$ cat src/rtl/input_loader.sv
// input_loader: accepts a stream of 32-bit beats forming one event, routes each word to
// one of two write-port memories by bit 31, then starts a downstream process and waits
// for its done before loading the next event.
// Optional feature: define LOADER_OVFL_CNT_EN to add the ovfl_cnt dropped-beat counter.
module input_loader #(
  parameter int unsigned DEPTH = 32,
  localparam int unsigned AW = $clog2(DEPTH)
) (
  input  logic          clk,
  input  logic          reset,
  input  logic          s_valid,
  output logic          s_ready,
  input  logic [31:0]   s_data,
  input  logic          s_last,
  input  logic [1:0]    s_bx,
  output logic          mem1_ena,
  output logic          mem1_wea,
  output logic [AW-1:0] mem1_writeaddr,
  output logic [31:0]   mem1_din,
  output logic          mem2_ena,
  output logic          mem2_wea,
  output logic [AW-1:0] mem2_writeaddr,
  output logic [31:0]   mem2_din,
  output logic          en_proc,
  output logic [1:0]    bx_o,
  input  logic          proc_done,
  output logic [AW:0]   nwords1,
  output logic [AW:0]   nwords2,
`ifdef LOADER_OVFL_CNT_EN
  output logic          overflow,
  output logic [7:0]    ovfl_cnt
`else
  output logic          overflow
`endif
);

  localparam logic [AW:0] FullCnt = DEPTH[AW:0];

  typedef enum logic [1:0] {StLoad, StFlush, StRun} state_e;

  state_e          state_q, state_d;
  logic [AW:0]     cnt1_q, cnt2_q;
  logic            overflow_q;
  logic            first_q;
  logic [1:0]      bx_q;
  logic            wr1_q, wr2_q;
  logic [AW-1:0]   addr1_q, addr2_q;
  logic [31:0]     din1_q, din2_q;

  logic            accept;
  logic            sel2;
  logic            full;
  logic            clear_evt;

  assign accept    = s_valid & s_ready;
  assign sel2      = s_data[31];
  assign full      = sel2 ? (cnt2_q == FullCnt) : (cnt1_q == FullCnt);
  // Downstream done closes the event: counts and overflow restart for the next one.
  assign clear_evt = (state_q == StRun) & proc_done;

  // Next-state and handshake outputs; proc_done only matters while running.
  always_comb begin
    state_d = state_q;
    s_ready = 1'b0;
    en_proc = 1'b0;
    unique case (state_q)
      StLoad: begin
        s_ready = 1'b1;
        if (s_valid && s_last) state_d = StFlush;
      end
      StFlush: state_d = StRun;
      StRun: begin
        en_proc = 1'b1;
        if (proc_done) state_d = StLoad;
      end
      default: state_d = StLoad;
    endcase
  end

  // State register.
  always_ff @(posedge clk) begin
    if (reset) state_q <= StLoad;
    else       state_q <= state_d;
  end

  // Registered write ports, per-memory counts, overflow flag and BX capture.
  always_ff @(posedge clk) begin
    if (reset) begin
      cnt1_q     <= '0;
      cnt2_q     <= '0;
      overflow_q <= 1'b0;
      first_q    <= 1'b1;
      bx_q       <= '0;
      wr1_q      <= 1'b0;
      wr2_q      <= 1'b0;
      addr1_q    <= '0;
      addr2_q    <= '0;
      din1_q     <= '0;
      din2_q     <= '0;
    end else begin
      wr1_q <= 1'b0;
      wr2_q <= 1'b0;
      if (clear_evt) begin
        cnt1_q     <= '0;
        cnt2_q     <= '0;
        overflow_q <= 1'b0;
        first_q    <= 1'b1;
      end else if (accept) begin
        first_q <= 1'b0;
        if (first_q) bx_q <= s_bx;
        // A beat to a full memory is consumed but dropped, so addresses never wrap.
        if (full) begin
          overflow_q <= 1'b1;
        end else if (sel2) begin
          wr2_q   <= 1'b1;
          addr2_q <= cnt2_q[AW-1:0];
          din2_q  <= s_data;
          cnt2_q  <= cnt2_q + 1'b1;
        end else begin
          wr1_q   <= 1'b1;
          addr1_q <= cnt1_q[AW-1:0];
          din1_q  <= s_data;
          cnt1_q  <= cnt1_q + 1'b1;
        end
      end
    end
  end

`ifdef LOADER_OVFL_CNT_EN
  logic [7:0] ovfl_cnt_q;

  // Dropped-beat count for the current event, saturating.
  always_ff @(posedge clk) begin
    if (reset || clear_evt) begin
      ovfl_cnt_q <= '0;
    end else if (accept && full && (ovfl_cnt_q != 8'hff)) begin
      ovfl_cnt_q <= ovfl_cnt_q + 8'd1;
    end
  end

  assign ovfl_cnt = ovfl_cnt_q;
`endif

  assign mem1_ena       = wr1_q;
  assign mem1_wea       = wr1_q;
  assign mem1_writeaddr = addr1_q;
  assign mem1_din       = din1_q;
  assign mem2_ena       = wr2_q;
  assign mem2_wea       = wr2_q;
  assign mem2_writeaddr = addr2_q;
  assign mem2_din       = din2_q;
  assign nwords1        = cnt1_q;
  assign nwords2        = cnt2_q;
  assign overflow       = overflow_q;
  assign bx_o           = bx_q;

endmodule

$ cat config.mk
export PLATFORM = sky130hd
export DESIGN_NAME = input_loader
export DESIGN_NICKNAME = d
export VERILOG_FILES = /design/src/rtl/input_loader.sv
export SDC_FILE = /design/constraint.sdc
export NUM_CORES = 1
export LEC_CHECK = 0
export CAP_MARGIN = 20
export CORE_ASPECT_RATIO = 0.6
export CORE_MARGIN = 1.5
export CORE_UTILIZATION = 25
export DETAILED_ROUTE_END_ITERATION = 10
export GPL_TIMING_DRIVEN = 0
export PLACE_DENSITY_LB_ADDON = 0.3
export SETUP_SLACK_MARGIN = 0.02
export SYNTH_ARGS = -nofsm -noshare
export SYNTH_HDL_FRONTEND = slang
export SYNTH_SLANG_ARGS = --single-unit
$ cat constraint.sdc
create_clock -name clk -period 2.3 [get_ports clk]
set_input_delay 0.46 -clock clk [delete_from_list [all_inputs] [get_ports clk]]
set_output_delay 0.46 -clock clk [all_outputs]
set_load 0.05 [all_outputs]
==> metrics.txt <==
# TYPE chip_impl_metric gauge
chip_impl_metric{name="initial_core_utilization",unit="%"} 25.9
chip_impl_metric{name="numPlacedInstances",unit=""} 732
chip_impl_metric{name="multi_input_gate_area",unit="um2"} 1720
chip_impl_info{name="timing.rr.start",value="nwords2[0]"} 1
chip_impl_metric{name="cts_resized",unit=""} 1
chip_impl_metric{name="met2_usage",unit="%"} 23.2
chip_impl_metric{name="clock-sinks",unit=""} 93
chip_impl_info{name="critical_path.most_common_cell",value="clkbuf_1"} 1
chip_impl_info{name="reg2reg_to",value="mem2_din[6]"} 1
chip_impl_metric{name="power.static_leakage",unit="uW"} 0.00214
chip_impl_metric{name="setup.reg_to_reg.worst_slack",unit="ns"} 0.39
chip_impl_info{name="global_route.peak_usage_layer",value="met1"} 1
chip_impl_info{name="synth_most_common_cell",value="dfxtp_1"} 1
chip_impl_metric{name="clock_buffer_count_from_cts",unit=""} 9
chip_impl_metric{name="peakVddDrop",unit="V"} 0.000278
chip_impl_metric{name="met3_usage_grt",unit="%"} 5.30
chip_impl_metric{name="drtIter0Drc",unit=""} 136
chip_impl_info{name="rsz0062_at_grt",value="false"} 1
chip_impl_metric{name="seq_area_frac_synth",unit="%"} 49.0
chip_impl_metric{name="arrival",unit="ns"} 2.42
chip_impl_metric{name="post-route-period-util",unit="%"} 95.2
chip_impl_info{name="hold_end",value="mem2_din[22]"} 1
chip_impl_info{name="critical_path_startpoint_category",value="primary input"} 1
chip_impl_metric{name="floorplan.core_area",unit="um2"} 14700
chip_impl_metric{name="clkSlewWorstSetupHoldPaths",unit="ns"} 0.06
chip_impl_metric{name="synthCells",unit=""} 403
chip_impl_info{name="run_status",value="finished clean"} 1
chip_impl_metric{name="fin_skew",unit="ns"} 0.00560
chip_impl_metric{name="tightestPinTransition",unit="ns"} 0.663
chip_impl_metric{name="worst_path_largest_cell_delay",unit="ns"} 0.47
chip_impl_metric{name="via_count",unit=""} 3646
chip_impl_metric{name="postRouteAntennaNets",unit=""} 0
chip_impl_metric{name="final_design_area_no_fill",unit="um2"} 5630
chip_impl_metric{name="setup-tns-final",unit="ns"} 0
chip_impl_info{name="tritoncts",value="yes"} 1
chip_impl_metric{name="post_syn_area_per_cell",unit="um2"} 9.43
chip_impl_metric{name="max_freq",unit="MHz"} 457
chip_impl_info{name="cell_types_occupying_the_most_area_after_synthesis",value="dfxtp_1 49%, a31o_2 9.5%, mux2i_1 7.4%"} 1
chip_impl_metric{name="drt-pass1-iter-count",unit=""} 4
chip_impl_metric{name="cts.repair_timing.setup_buffer_count",unit=""} 0
chip_impl_info{name="critical_path.cell_chain",value="clkdlybuf4s50_1 > buf_4 > clkbuf_1 > clkbuf_1 > nor4_1 > a31o_2"} 1
chip_impl_metric{name="remaining_drc_errors",unit=""} 0
chip_impl_info{name="critical_path.slowest_cell",value="clkdlybuf4s50_1"} 1
chip_impl_metric{name="antenna-diode-count",unit=""} 0
chip_impl_metric{name="final_instance_count_excl_fillers",unit=""} 748
chip_impl_metric{name="met1_routing_resource_usage_after_global_routing",unit="%"} 25.0
chip_impl_metric{name="synth-seq-cells",unit=""} 93
chip_impl_metric{name="grt_antenna_before_repair",unit=""} 0
chip_impl_info{name="yosys.area.top_type",value="dfxtp_1"} 1
chip_impl_metric{name="h-tree-depth",unit=""} 3
chip_impl_metric{name="postPlaceCellArea",unit="um2"} 5360
chip_impl_metric{name="io_buffers",unit=""} 131
chip_impl_metric{name="drive_above_1_share",unit="%"} 15.5
chip_impl_metric{name="design.final.nets",unit=""} 586
chip_impl_metric{name="gp_congestion",unit=""} 0.784
chip_impl_metric{name="dp_hpwl",unit="mm"} 10.1
chip_impl_metric{name="relSlewSlack",unit="%"} 55.8
chip_impl_metric{name="routed_wl",unit="mm"} 13.3
chip_impl_metric{name="io-pin-count",unit=""} 134
chip_impl_metric{name="vertical_die_dimension",unit="um"} 98.5
chip_impl_metric{name="cell_area_after_synthesis",unit="um2"} 3800
chip_impl_info{name="post_synth_most_frequent_cells",value="93 x dfxtp_1, 72 x nand2_1, 41 x a31o_2, 39 x nor4_1, 28 x mux2i_1"} 1
chip_impl_metric{name="worst_hold_path.num_cells",unit=""} 2
chip_impl_info{name="synth_ff_type",value="dfxtp_1"} 1
chip_impl_metric{name="synth_fp_nets",unit=""} 444
chip_impl_metric{name="track_usage",unit="%"} 16.8
chip_impl_metric{name="later_pin_clock_latency_in_the_skew_report",unit="ns"} 0.33
chip_impl_metric{name="timing.critical_path.fanout_max",unit=""} 10
chip_impl_metric{name="final_period_minus_worst_setup_slack",unit="ns"} 2.19
chip_impl_info{name="critical_path_class",value="primary input to flop"} 1
chip_impl_metric{name="final.fill_count",unit=""} 1480
chip_impl_metric{name="final_hold_viol_count",unit=""} 0
chip_impl_metric{name="detail_route.wl_per_cell",unit="um"} 17.7
chip_impl_metric{name="final_util",unit="%"} 38.4
chip_impl_metric{name="cts.path.max_buffers",unit=""} 2
chip_impl_metric{name="die-width",unit="um"} 162
chip_impl_metric{name="final_max_slew_viol_count",unit=""} 0
chip_impl_metric{name="maxCapViolations",unit=""} 0
chip_impl_info{name="worst_setup_path_end_kind",value="flop"} 1
chip_impl_metric{name="first_global_vias",unit=""} 3684
chip_impl_metric{name="grt_start_max_net_pins",unit=""} 16
chip_impl_metric{name="floorplan.die_area",unit="um2"} 16000
chip_impl_info{name="worst_hold_path_class",value="flop to flop"} 1
chip_impl_metric{name="floorplan.rows",unit=""} 34
chip_impl_info{name="cts.root.buffer_cell",value="clkbuf_16"} 1
chip_impl_metric{name="setup-violations-final",unit=""} 0
chip_impl_metric{name="timing.critical_path.required",unit="ns"} 2.53
chip_impl_metric{name="synth_edf_count",unit=""} 0
chip_impl_metric{name="grt_remaining_overflow",unit=""} 0
chip_impl_metric{name="synth_top_area_share",unit="%"} 49.0
chip_impl_metric{name="final-seq-area",unit="um2"} 1860
chip_impl_metric{name="async_flop_share",unit="%"} 0
chip_impl_metric{name="via_per_inst",unit=""} 4.87
chip_impl_metric{name="worstRegToRegCells",unit=""} 6
chip_impl_metric{name="yosysUniqueCellTypes",unit=""} 37
chip_impl_metric{name="syn2layout_area_growth",unit="%"} 48.2
chip_impl_metric{name="post_cts_hold_buffer_count",unit=""} 0
chip_impl_metric{name="grt_pass1_wl",unit="mm"} 20.7
chip_impl_info{name="worstHoldStart",value="mem2_din[22]"} 1
chip_impl_metric{name="yosysWarnings",unit=""} 0
chip_impl_metric{name="power_density",unit="nW/um2"} 678
-- metal layers --
| layer | share of wire, % | up-vias |
|---|---|---|
| li1 | - | 1756 |
| met1 | 53 | 1748 |
| met2 | 40 | 138 |
| met3 | 6.5 | 4 |
| met4 | 0.49 | 0 |
| met5 | 0 | - |
-- where the power goes --
group	switching [uW]	internal (uW)	total, uW	leakage [uW]
clock network	621	729	1350	0.000120
logic	475	266	740	0.00126
registers	50.5	1680	1730	0.000758
-- cells in the final DEF (no fill, tap or decap), types with 2 or more instances in the layout --
master and instances:
mux2i_1 28, o21a_1 2, dfxtp_1 93, o21ai_0 3, nand3_2 2, nor3_1 3
nor4b_1 3, inv_2 2, a31o_2 41, nand4_1 9, or4_1 3, nand3_1 4
ha_1 2, buf_4 10, nor2_1 11, nor4_1 39, o31ai_1 9, clkinvlp_4 4
nor2b_1 2, clkbuf_16 9, nand2_1 72, xnor2_1 3, and3_1 2, buf_2 10
or3_1 3, clkdlybuf4s50_1 130, a21oi_1 15, clkinv_2 2, clkbuf_1 21
-- cell families (layout without fill, tap and decap cells) --
| logic type | after synthesis | after routing | synth area share (%) |
|---|---|---|---|
| and+or+nand+nor | 161 | 161 | 21.9 |
| AOI/OAI and AO/OA | 71 | 71 | 14.3 |
| muxes | 28 | 28 | 7.38 |
| buffers and inverters | 43 | 190 | 5.76 |
| xor gates and xnor gates | 4 | 4 | 0.922 |
| other | 1 | 1 | 0.0987 |
| DFF | 93 | 93 | 49.0 |
| adders and majority gates | 2 | 2 | 0.659 |
-- sequential cells by signal, indices dropped and copies added, names as in the netlist --
| signal | count |
|---|---|
| mem2_din | 32 |
| mem1_din | 31 |
| nwords1 | 6 |
| nwords2 | 6 |
| mem1_writeaddr | 5 |
| mem2_writeaddr | 5 |
| bx_o | 2 |
| state_q | 2 |
| first_q | 1 |
| mem1_ena | 1 |
| mem2_ena | 1 |
| overflow | 1 |
-- per-stage QoR --
stage	hold WS (ns)	total power, uW	setup WS (ns)
after global placement	0.450	2500	-0.193
after CTS	0.465	3860	0.0968
final	0.460	3820	0.111
after floorplan	0.449	2210	0.477
after global routing	0.486	4000	0.0302
after detailed placement	0.455	2500	-0.278
-- layout make-up --
class                           count  area share [%]
Clock buffer                       10            4.07
Sequential cell                    93            33.1
Clock inverter                      6           0.711
Timing Repair Buffer              131            23.3
Multi-Input combinational cell    267            30.6
Tap cell                          198            4.40
Buffer                             41            3.76
Inverter                            2           0.133
-- worst max path at each step --
| stage | startpoint | end | depth (start not counted) |
|---|---|---|---|
| floorplan | nwords1[1] | nwords2[2] | 5 |
| global placement | s_data[31] | mem1_din[30] | 7 |
| detailed placement | s_data[31] | nwords1[1] | 7 |
| CTS | s_data[31] | nwords1[1] | 7 |
| global route | s_data[31] | mem1_din[12] | 6 |
| finish | s_data[31] | mem1_din[11] | 6 |
-- worst max-delay path, delay by kind of cell --
family          cells  cell delay, ns
compound gates      1            0.24
buf+inv             4            1.53
simple gates        1            0.18
Power figures use the tool's default switching activity.
